**config.mk**
```make
export PLATFORM = sky130hd
export DESIGN_NAME = crossing_arbiter
export DESIGN_NICKNAME = d
export VERILOG_FILES = /design/src/rtl/crossing_arbiter.sv
export SDC_FILE = /design/constraint.sdc
export NUM_CORES = 1
export LEC_CHECK = 0
export ABC_CLOCK_PERIOD_IN_PS = 2000
export BUFFER_PORTS_ARGS = -buffer_cell sky130_fd_sc_hd__clkbuf_2
export CAP_MARGIN = 20
export CORE_MARGIN = 5
export CORE_UTILIZATION = 55
export DETAILED_ROUTE_END_ITERATION = 12
export PLACE_DENSITY = 0.85
export SYNTH_ARGS = -nofsm -noshare
export SYNTH_HDL_FRONTEND = slang
export SYNTH_SLANG_ARGS = --single-unit
```
**constraint.sdc**
```tcl
create_clock -name clk -period 2 [get_ports clk]
set_input_delay 0.5 -clock clk [delete_from_list [all_inputs] [get_ports clk]]
set_output_delay 0.5 -clock clk [all_outputs]
set_load 0.1 [all_outputs]
```
**src/rtl/crossing_arbiter.sv**
```systemverilog
// Level-crossing arbiter: grants one of two tracks a green signal behind a lowered barrier.
// Latency: CLOSING lasts CLOSE_CYC cycles before a green; CLEAR lasts CLEAR_CYC cycles.
// Backpressure: none. V0/V1 are levels, so a waiting train keeps requesting until it is served.
//
// Ports:
//   clk            rising-edge system clock
//   reset          asynchronous active-low reset
//   V0, V1         approach sensors for track 0 / track 1 (1 = train requesting)
//   E              exit sensor (1 = granted train has left the crossing)
//   B              barrier command (1 = lowered)
//   T0, T1         track signals (1 = green)
//   last           track of the most recent grant
//   status         current state code
//   fault          watchdog fault latched (terminal until reset)

module crossing_arbiter #(
    parameter int CLOSE_CYC = 8,
    parameter int CLEAR_CYC = 4,
    parameter int TMO_CYC   = 200
) (
    input  logic       clk,
    input  logic       reset,
    input  logic       V0,
    input  logic       V1,
    input  logic       E,
    output logic       B,
    output logic       T0,
    output logic       T1,
    output logic       last,
    output logic [2:0] status,
    output logic       fault
);

    typedef enum logic [2:0] {
        IDLE    = 3'b000,
        CLOSING = 3'b001,
        GRANT   = 3'b010,
        CLEAR   = 3'b011,
        FAULT   = 3'b100
    } state_t;

    // Counters run from N-1 down to 0 so that each timed state lasts exactly N cycles.
    localparam logic [7:0] CLOSE_LD = 8'(CLOSE_CYC - 1);
    localparam logic [7:0] CLEAR_LD = 8'(CLEAR_CYC - 1);
    localparam logic [7:0] TMO_LD   = 8'(TMO_CYC - 1);

    state_t     state_q, state_d;
    logic [7:0] cnt_q, cnt_d;
    logic       sel_q, sel_d;
    logic       last_q, last_d;
    logic       any_req;
    logic       pick;

    assign any_req = V0 | V1;

    // Track choice: a lone requester wins; on a tie, alternate away from the last grant.
    always_comb begin
        pick = V1;
        if (V0 && V1) begin
            pick = ~last_q;
        end
    end

    always_comb begin
        state_d = state_q;
        cnt_d   = cnt_q;
        sel_d   = sel_q;
        last_d  = last_q;
        case (state_q)
            IDLE: begin
                if (any_req) begin
                    sel_d   = pick;
                    last_d  = pick;
                    cnt_d   = CLOSE_LD;
                    state_d = CLOSING;
                end
            end
            CLOSING: begin
                if (cnt_q == 8'd0) begin
                    cnt_d   = TMO_LD;
                    state_d = GRANT;
                end else begin
                    cnt_d = cnt_q - 8'd1;
                end
            end
            GRANT: begin
                // An exit on the same edge as the timeout wins: the train did leave.
                if (E) begin
                    cnt_d   = CLEAR_LD;
                    state_d = CLEAR;
                end else if (cnt_q == 8'd0) begin
                    state_d = FAULT;
                end else begin
                    cnt_d = cnt_q - 8'd1;
                end
            end
            CLEAR: begin
                if (cnt_q == 8'd0) begin
                    if (any_req) begin
                        // Barrier is already down, so a waiting train goes straight to green.
                        sel_d   = pick;
                        last_d  = pick;
                        cnt_d   = TMO_LD;
                        state_d = GRANT;
                    end else begin
                        state_d = IDLE;
                    end
                end else begin
                    cnt_d = cnt_q - 8'd1;
                end
            end
            FAULT: begin
                state_d = FAULT;
            end
            default: begin
                state_d = FAULT;
            end
        endcase
    end

    always_ff @(posedge clk or negedge reset) begin
        if (!reset) begin
            state_q <= IDLE;
            cnt_q   <= 8'd0;
            sel_q   <= 1'b0;
            last_q  <= 1'b1;
        end else begin
            state_q <= state_d;
            cnt_q   <= cnt_d;
            sel_q   <= sel_d;
            last_q  <= last_d;
        end
    end

    // Moore outputs. Greens are only ever decoded from GRANT, which always has B=1,
    // so both-green and green-with-barrier-up are structurally impossible.
    always_comb begin
        B     = 1'b1;
        T0    = 1'b0;
        T1    = 1'b0;
        fault = 1'b0;
        case (state_q)
            IDLE:    B = 1'b0;
            GRANT: begin
                T0 = ~sel_q;
                T1 = sel_q;
            end
            FAULT:   fault = 1'b1;
            default: ;
        endcase
    end

    assign status = state_q;
    assign last   = last_q;

endmodule

```
# After elaboration in Yosys (flattened, before gate mapping)
# Index checks and enable logic that the tools add are counted.
# word_totals
ff_bits	13
in_bits	5
# classes
n_addsub	1
eq_ne	10
mux	25
bitwise	3
n_reduce_logical	8
# op_table
op	n
$mux W8	6
$pmux W8 S4	1
$mux W3	5
$pmux W3 S4	1
$mux W1	9
$ne A3 B3 Y1 const B	3
$logic_not A8 Y1	1
$reduce_and A4 Y1	2
$sub A8 B1 Y8 const B	1
$eq A3 B2 Y1 const B	2
$ne A2 B2 Y1 const B	3
$pmux W1 S2	2
$reduce_bool A4 Y1	1
$eq A3 B1 Y1 const B	1
$eq A3 B3 Y1 const B	1
$logic_not A3 Y1	1
$mux W2	1
$not A1 Y1	2
$reduce_and A2 Y1	1
$reduce_bool A2 Y1	1
$logic_and A1 B1 Y1	1
$or A1 B1 Y1	1

# Longest topological paths before layout
# logic_depth
depth_word	5
mapped_depth	7
ltp_nobuf	6

# Worst setup path after synthesis
# Ideal clock, no wire load.
# synth_timing
path_type	register to output
startpoint	register state_q[1], in the netlist status[1]
endpoint	output T0
arrival_ns	3.395
t_required_ns	1.500
setup_slack_ns	-1.895
path_stages_with_launch	4
path_buffers	1
cell_sequence	dfrtp_1 -> buf_2 -> nand2b_1 -> nor3_1
# synth_via
elab_chain_cells	2
# synth_rtl
element	line	text
from (decl)	47	state_t state_q, state_d;
from (signal assigned)	128	state_q <= state_d;
$eq A3 B2 Y1	142	case (state_q)
$mux W1	142	
to (decl)	27	output logic T0,
# No other way between the ends.

# Worst setup path in the final report
# layout_timing
startpoint	register state_q[2], in the netlist status[2]
endpoint	output T1
# layout_via
elab_chain_cells	2
# layout_rtl
element	line	text
$eq A3 B2 Y1	142	
$mux W1	142	
to (decl)	28	output logic T1,
# No other way between the ends.

==> results.md <==
* Status: finished clean
* Detailed router's first-iteration violation count at 59
* Startpoint type of the worst setup path: register
* Vias in the first global route at 877
* Num CTS Buffers at 3
* Syn_nets at 110
* Setup-failing EPs final at 0
* Sequential fraction of the synthesis area at 0.364
* Kind of critical path: register to output pin
* Hold_buf cts at 0
* Post-synth EDFFs at 0
* CTS tree: done
* Drt wl/cell at 19.1 um
* # clock sinks at 13
* Crit path largest cell delay at 0.55 ns
* Ys Warns at 0
* PwrDens at 392 nW/um^2
* Synth top area share at 0.334
* Flop pwr share at 0.573
* ANT cells at 0
* Most common cell in the netlist: dfrtp_1
* Die Span X at 50.4 um
* Worst setup startpoint: status[2]
* Final worst path period share at 0.988
* Worst Setup End Kind: output pin
* HPWL after DPL at 1.67 mm
* GP Congestion at ~0.85
* PortBufs at 12
* CTS root buf: clkbuf_4
* CP Data Required Time at 1.50 ns
* Ys flop type: dfrtp_1
* Total gr overflow at 0
* Worst setup margin at 0.0234 ns
* Total number of vias at 992
* Gr usage total at 0.208
* Via-to-Cell Ratio at approximately 7.0
* Syn_area_per_cell at 8.72 um^2
* Top cells by area, synth: dfrtp_1, a21oi_1, nor3_1
* Die area at 2540 um^2
* Clock skew at around 0.016 ns
* Num rows at 14
* Clk_lat worst skew at 0.29 ns
* Mapped Area at about 900 um^2
* Clk buf depth at 2
* Placed cell area at 1070 um^2
* Crit Reg-Reg Startpoint: cnt_q[0]
* Drt first pass iters at 4
* Clock share of power at 0.375
* Core Area at around 1500 um^2
* Largest net degree at the start of global routing at 17
* Hold Crit Class: input port to async pin
* Critical-path maximum fanout at 10
* Actual slew at the worst max-slew pin at 0.556 ns
* Max-slew violation count at 0
* Tot Pwr at 0.465 mW
* Post-route antenna net violation count at 0
* Int Power at 0.349 mW
* Fmax at 0.506 GHz
* Antenna violations before repair at 0
* CTS clk-pin slew, worst paths at roughly 0.10 ns
* Max VDD drop at 0.263 mV
* Post-Layout Cell Count at 142
* Placed instance count at 127
* H-tree depth at 1
* Cell area after layout at 1190 um^2
* Relative slew margins at 0.626
* Static Leak at 0.509 nW
* DIE HEIGHT at just over 50 um
* CP max-delay cell: dfrtp_4
* Synth unique cells at 43
* CP cell instances: nand2b_4 -> nor3_4 -> buf_12
* Max Cap Violations at 0
* Post-route setup TNS at 0 ns
* Sw Ratio at 0.249
* Post-layout minimum cycle time at 1.98 ns
* Syn Inst Count at 103
* Final nets at 134
* Remaining DRCs at 0
* Synth area leader: dfrtp_1
* Final WL at ~2.7 mm
* Commonest cells in the netlist: dfrtp_1, a21oi_1, nand2_1
* Starting density of the core at 0.589
* Gate power share at 0.053
* CP Data Arrival Time at between 1 and 1.5 ns
* Worst Setup Slack post-DPL at 0.259 ns
* Psw at about 0.12 mW
* Final hold vios at 0
* Global-route wire length before repair at 4.08 mm
* Layout cell share with drive strength beyond 1 at 0.349
* I/O Pins at 13
* Number of synthesized register bits at 13
* Asr flop ratio synth at 1.00
* Area delta synth->final at 32.0%
[worst max-delay path: cells and delay by family, from the launching register on]
| kind | cells | cell delay [ns] |
|---|---|---|
| flops | 1 | 0.55 |
| simple gates | 2 | 0.41 |
| buf+inv | 1 | 0.21 |
[cells by family after synthesis]
group,Yosys count,synth area share
muxes,1,0.0111
buffers and inverters,12,0.0557
AOI/OAI and AO/OA,34,0.270
and+or+nand+nor,41,0.272
adders and majority gates,2,0.0279
DFF,13,0.364
[registers in the layout, indices dropped and copies added (netlist names)]
register,flops
last,1
status,3
cnt_q,8
sel_q,1
[final timing paths]
path | end | slack, ns | depth (start not counted)
hold / removal | status[1] | 0.09 | 1
hold reg to reg | last | 0.55 | 1
max in group asynchronous | last | 1.62 | 1
min in group clk | last | 0.55 | 1
setup / recovery | T1 | 0.02 | 3
setup reg to reg | sel_q | 0.18 | 6
[cell usage in the layout (no fill, tap or decap), types with 2 or more instances in the layout]
| cell type | count |
|---|---|
| a31oi_1 | 4 |
| nand2_1 | 7 |
| nand4_1 | 2 |
| clkbuf_2 | 8 |
| o21ai_2 | 2 |
| dfrtp_1 | 9 |
| clkbuf_4 | 3 |
| ha_1 | 2 |
| buf_4 | 10 |
| nor2_1 | 5 |
| nand3_1 | 2 |
| nor2_4 | 2 |
| inv_1 | 7 |
| o31ai_1 | 2 |
| buf_12 | 4 |
| a41oi_1 | 2 |
| o2bb2ai_1 | 2 |
| nor2b_1 | 2 |
| nor3_4 | 2 |
| a21o_1 | 2 |
| nor3_1 | 5 |
| a21oi_1 | 8 |
| and3_1 | 2 |
| dfrtp_4 | 3 |
[layout make-up]
cell class                      count  area (um^2)
Tap cell                           16         20.0
Sequential cell                    13          338
Clock buffer                        4         26.3
Inverter                            8         30.0
Timing Repair Buffer               23          200
Fill cell                          90          338
Multi-Input combinational cell     78          572
[power by group through the flow]
stage               Combinational, mW  Clock, mW  Sequential (mW)
global route                   0.0276      0.196            0.266
finish                         0.0246      0.174            0.266
CTS                            0.0237      0.179            0.266
detailed placement             0.0234          0            0.272
floorplan                      0.0103          0            0.271
global placement               0.0229          0            0.271
[through the flow]
step | hold WS, ns | util
2_1_floorplan | 0.204 | -
4_1_cts | 0.0912 | 0.722
3_5_place_dp | 0.413 | 0.704
6_report | 0.0870 | 0.778
5_1_grt | 0.0944 | 0.778
3_3_place_gp | 0.412 | 0.704
[metal layers]
layer / share of wire / GRT usage
met5: 0 / 0
met4: 0.045 / 0.132
met3: 0.086 / 0.0355
met2: 0.47 / 0.310
met1: 0.40 / 0.277
[repair_timing]
action                     4_1_cts  5_1_grt
gates cloned                     0        0
setup endpoints to repair        1        3
gates resized for setup          1        1
hold endpoints to repair         0        0
setup buffers                    0       11
Power figures use the tool's default switching activity.
